[src/rtl/usr_pkg.sv]
// usr_pkg: mode encodings and lane-count helper for the universal shift register.
package usr_pkg;
  typedef enum logic [2:0] {
    MODE_HOLD  = 3'd0,
    MODE_SHR   = 3'd1,
    MODE_SHL   = 3'd2,
    MODE_LOAD  = 3'd3,
    MODE_ROTR  = 3'd4,
    MODE_ROTL  = 3'd5,
    MODE_CLEAR = 3'd6,
    MODE_RSVD  = 3'd7
  } usr_mode_t;

  function automatic int lane_count(input int width, input int lane_w);
    return width / lane_w;
  endfunction
endpackage

[src/rtl/usr_fill_counter.sv]
// usr_fill_counter: saturating count of lanes shifted in, with a one-cycle word_done pulse.
module usr_fill_counter #(
  parameter int LANES = 8
) (
  input  logic                         clk,
  input  logic                         reset_n,
  input  logic                         inc,
  input  logic                         clr,
  output logic [$clog2(LANES+1)-1:0]   cnt,
  output logic                         done
);
  localparam int CW = $clog2(LANES + 1);
  localparam logic [CW-1:0] MAX = CW'(LANES);
  if (LANES < 1) begin : g_bad_lanes
    $error("usr_fill_counter: LANES must be at least 1");
  end
  // done fires only on the step into MAX, so a saturated counter never re-pulses
  always_ff @(posedge clk) begin
    if (!reset_n) begin
      cnt  <= '0;
      done <= 1'b0;
    end else begin
      done <= inc && !clr && cnt == MAX - 1'b1;
      cnt  <= clr ? '0 : (inc && cnt != MAX) ? cnt + 1'b1 : cnt;
    end
  end
endmodule

[src/rtl/universal_shift_reg.sv]
// universal_shift_reg: multi-lane shift/load/clear register; rotate modes built only with USR_ROTATE_EN.
module universal_shift_reg
  import usr_pkg::*;
#(
  parameter int WIDTH  = 8,
  parameter int LANE_W = 1
) (
  input  logic                                            clk,
  input  logic                                            reset_n,
  input  logic                                            en,
  input  logic [2:0]                                      mode,
  input  logic [LANE_W-1:0]                               serial_in,
  input  logic [WIDTH-1:0]                                par_in,
  output logic [LANE_W-1:0]                               serial_out,
  output logic [WIDTH-1:0]                                par_out,
  output logic                                            word_done,
  output logic [$clog2(lane_count(WIDTH, LANE_W)+1)-1:0]  fill_cnt
);
  localparam int LANES = lane_count(WIDTH, LANE_W);
  if (WIDTH < 2 || WIDTH > 64 || LANE_W < 1 || WIDTH % LANE_W != 0) begin : g_bad_param
    $error("universal_shift_reg: WIDTH must be 2..64 and a multiple of LANE_W");
  end
  logic [WIDTH-1:0] data, data_nxt, shr, shl;
  logic dir, dir_nxt;
  usr_mode_t op;
  assign op  = en ? usr_mode_t'(mode) : MODE_HOLD;
  // shifts written as whole-word shifts so WIDTH == LANE_W needs no special slicing
  assign shr = (data >> LANE_W) | (WIDTH'(serial_in) << (WIDTH - LANE_W));
  assign shl = (data << LANE_W) | WIDTH'(serial_in);
`ifdef USR_ROTATE_EN
  logic [WIDTH-1:0] rotr, rotl;
  assign rotr = (data >> LANE_W) | (data << (WIDTH - LANE_W));
  assign rotl = (data << LANE_W) | (data >> (WIDTH - LANE_W));
  always_comb begin
    data_nxt = op == MODE_SHR   ? shr    :
               op == MODE_SHL   ? shl    :
               op == MODE_LOAD  ? par_in :
               op == MODE_ROTR  ? rotr   :
               op == MODE_ROTL  ? rotl   :
               op == MODE_CLEAR ? '0     : data;
    dir_nxt  = (op == MODE_SHR || op == MODE_ROTR) ? 1'b1 :
               (op == MODE_SHL || op == MODE_ROTL) ? 1'b0 : dir;
  end
`else
  always_comb begin
    data_nxt = op == MODE_SHR   ? shr    :
               op == MODE_SHL   ? shl    :
               op == MODE_LOAD  ? par_in :
               op == MODE_CLEAR ? '0     : data;
    dir_nxt  = op == MODE_SHR ? 1'b1 : op == MODE_SHL ? 1'b0 : dir;
  end
`endif
  always_ff @(posedge clk) begin
    if (!reset_n) begin
      data <= '0;
      dir  <= 1'b0;
    end else begin
      data <= data_nxt;
      dir  <= dir_nxt;
    end
  end
  // dir set means the last shift moved toward the LSB, so the low lane is the one leaving
  assign serial_out = dir ? data[LANE_W-1:0] : data[WIDTH-1 -: LANE_W];
  assign par_out    = data;
  usr_fill_counter #(.LANES(LANES)) u_fill (
    .clk     (clk),
    .reset_n (reset_n),
    .inc     (op == MODE_SHR || op == MODE_SHL),
    .clr     (op == MODE_LOAD || op == MODE_CLEAR),
    .cnt     (fill_cnt),
    .done    (word_done)
  );
endmodule

[config.mk]
export PLATFORM = sky130hd
export DESIGN_NAME = universal_shift_reg
export DESIGN_NICKNAME = d
export VERILOG_FILES = /design/src/rtl/usr_pkg.sv /design/src/rtl/usr_fill_counter.sv /design/src/rtl/universal_shift_reg.sv
export SDC_FILE = /design/constraint.sdc
export NUM_CORES = 1
export LEC_CHECK = 0
export CORE_UTILIZATION = 42
export CTS_BUF_LIST = sky130_fd_sc_hd__clkbuf_4 sky130_fd_sc_hd__clkbuf_8
export CTS_CLUSTER_SIZE = 12
export DETAILED_ROUTE_END_ITERATION = 8
export HOLD_SLACK_MARGIN = 0.03
export PLACE_DENSITY = 0.87
export REMOVE_ABC_BUFFERS = 1
export SLEW_MARGIN = 20
export SYNTH_ARGS = -nofsm -noshare
export SYNTH_HDL_FRONTEND = slang
export SYNTH_HIERARCHICAL = 1
export SYNTH_SLANG_ARGS = --single-unit
export TNS_END_PERCENT = 50
[constraint.sdc]
create_clock -name clk -period 1.6 [get_ports clk]
set_clock_uncertainty 0.1 [all_clocks]
set_input_delay 0.16 -clock clk [delete_from_list [all_inputs] [get_ports clk]]
set_output_delay 0.16 -clock clk [all_outputs]
set_load 0.01 [all_outputs]
==> results.py <==
metrics = {
    "run_status": {
        "status": "finished clean",
    },
    "clocking": {
        "clkTransAtPathRegs_ps": 80,
        "htreeDepth": 1,
        "cts-root-buf": "clkbuf_4",
        "cts_tree": "yes",
        "holdBufCountCts": 0,
        "cts_buffer_depth": 2,
        "cts.sinks": 14,
        "cts_buffers": 3,
        "clock_latency_ps": 290,
    },
    "grt": {
        "antenna_found_initial": 0,
        "grt_pass1_wl_microns": 3530,
        "grt_usage_pct": 23.1,
        "grt-ovfl-total": 0,
        "grt_max_degree": 17,
        "grt_pass1_vias": 809,
    },
    "drt": {
        "num_vias": 847,
        "wl_per_cell_microns": 14.8,
        "drt_iter0_drc": 18,
        "vias_per_cell": 5.57,
        "routed_wl_microns": 2240,
        "drc": 0,
        "dr.pass1.iters": 4,
        "antenna_left": 0,
    },
    "floorplanning": {
        "core_area_sq_um": 1820,
        "rows": 15,
        "die_y_microns": 47.0,
        "start_util_pct": 46.7,
        "dieWidth_microns": 47.0,
        "ios": 29,
        "die-area_sq_um": 2210,
    },
    "sta": {
        "final-hold-violation-count": 0,
        "timing.final.crit_share_pct": 96.0,
        "setup_ws_ps": 63.2,
        "tns_ps": 0,
        "worstMarginPinSlew_ps": 265,
        "rsz0062_at_grt": "no",
        "maxSlewHeadroom_pct": 82.1,
        "drv_slew": 0,
        "finalSetupViolCount": 0,
        "fmax_ghz": 0.651,
        "period_needed_ps": 1540,
    },
    "yosys": {
        "yosys.area.top_type": "dfxtp_1",
        "synth.avg_cell_area_sq_um": 9.25,
        "synthArstFlopShare_pct": 0,
        "netlist.area_leader.share_pct": 32.9,
        "synthTopCellsByArea": "dfxtp_1 (33%), mux2_2 (7.9%), a32oi_1 (6.2%)",
        "ys.flop_type": "dfxtp_1",
        "synth_cell_types": 34,
        "synthTopCellsByCount": "dfxtp_1 (14), nand2_1 (10), o21ai_0 (8)",
        "synth_cells": 92,
        "synth-edff-count": 0,
        "ys_seq_area_share_pct": 32.9,
        "yosys_warnings": 6,
        "syn-cell-area_sq_um": 851,
        "yosysMostFrequentCell": "dfxtp_1",
        "synth-seq-cells": 14,
    },
    "pwr": {
        "p_per_area_nw_per_um2": 651,
        "leakage_uw": 0.000517,
        "ir_worst_vdd_uv": 655,
    },
    "min_path": {
        "min_path_type": "primary input to flip-flop",
        "hold_depth": 4,
    },
    "layout": {
        "final_util_pct": 67.8,
        "area_delta_synth_final_pct": 45.1,
        "antennaDiodeCount": 0,
        "final_area_sq_um": 1230,
        "instances_no_fill": 152,
        "drive_above_1_share_pct": 18.9,
        "nets": 145,
    },
    "setup_path": {
        "cp.arrival_ps": 1280,
        "reg2reg_from": "u_fill/cnt[0]",
        "rrSetupSlack_ps": 120,
        "required_ps": 1340,
        "r2r_cells": 5,
        "r2r_end": "u_fill/cnt[0]",
        "critPathMaxFanout": 5,
        "critical_path_class": "flip-flop to output port",
        "path_buf_inv": 1,
        "slowest_delay_ps": 570,
        "cp_top_family": "buffers and inverters",
        "crit_path_end_kind": "output port",
        "worst-path-stages": 1,
        "cp_cell_sequence": "clkdlybuf4s50_1",
        "startpoint": "u_fill/cnt[3]",
        "cp-start-kind": "flip-flop",
        "cp_slowest_cell": "clkdlybuf4s50_1",
        "cp-endpoint": "fill_cnt[3]",
    },
    "placed_design": {
        "dp_cells": 148,
        "dpl-instance-area_sq_um": 1190,
        "io_buffers": 28,
        "gp_congestion": 0.784,
        "post-dp-hpwl_microns": 1680,
        "pre_cts_slack_ps": -315,
    },
    "run": {
        "maxCapViolCount": 0,
    },
}
per-layer routing:
layer  up-vias  GRT usage [%]  wire, microns
li1        411              -              -
met3         8           5.38            104
met2        31           43.6           1230
met4         0           9.71             46
met5         -              0              0
met1       397           24.1            862
logic make-up (layout without fill, tap and decap cells):
| logic type | count (synthesis) | after routing | synth area share (%) |
|---|---|---|---|
| DFF | 14 | 14 | 32.9 |
| AOI/OAI and AO/OA | 27 | 27 | 22.4 |
| adders and majority gates | 2 | 2 | 2.94 |
| xor gates and xnor gates | 2 | 2 | 2.06 |
| and+or+nand+nor | 28 | 28 | 19.1 |
| muxes | 9 | 9 | 12.1 |
| buffers and inverters | 10 | 45 | 8.53 |
through the flow:
| step | total power, uW | hold WS (ps) |
|---|---|---|
| finish | 804 | 340 |
| global route | 838 | 361 |
| floorplan | 443 | 193 |
| detailed placement | 544 | 387 |
| CTS | 811 | 407 |
| global placement | 537 | 375 |
report_power, final:
group	internal [uW]	switching, uW	leakage [uW]
Sequential	359	11.6	0.000114
Clock	139	128	0.0000210
Combinational	98.8	68.4	0.000382
worst min path at each step:
stage / start / to / slack, ps
after detailed placement: par_out[3] / par_out[3] / 390
after global placement: par_out[0] / par_out[0] / 370
after global routing: mode[0] / dir / 360
after floorplan: reset_n / par_out[4] / 190
final: mode[0] / dir / 340
after CTS: par_out[3] / par_out[3] / 410
cell type report:
type	count	area, sq um
inverters	4	28.8
fillers	161	586
flip-flops and latches	14	282
repair buffers	37	354
multi-input cells	68	503
clock buffers	4	36.3
well taps	25	31.3
sequential cells by signal, summed over array words and instances (netlist names):
| signal | cells |
|---|---|
| u_fill/cnt | 4 |
| par_out | 8 |
| u_fill/done | 1 |
| dir | 1 |
what timing repair did:
item,CTS,global route
pin swaps,0,1
buffers inserted,0,0
gates cloned,0,0
gates resized for setup,3,3
setup endpoints to repair,2,2
cell usage in the layout (no fill, tap or decap), types with 3 or more instances in the layout:
cell	n
mux2_2	6
dfxtp_1	13
a32oi_1	6
buf_4	9
nand2b_1	4
nand2_1	10
dlymetal6s2s_1	3
inv_1	3
o21ai_0	8
a21oi_1	4
clkbuf_4	3
clkdlybuf4s50_1	24
Power figures use the tool's default switching activity.
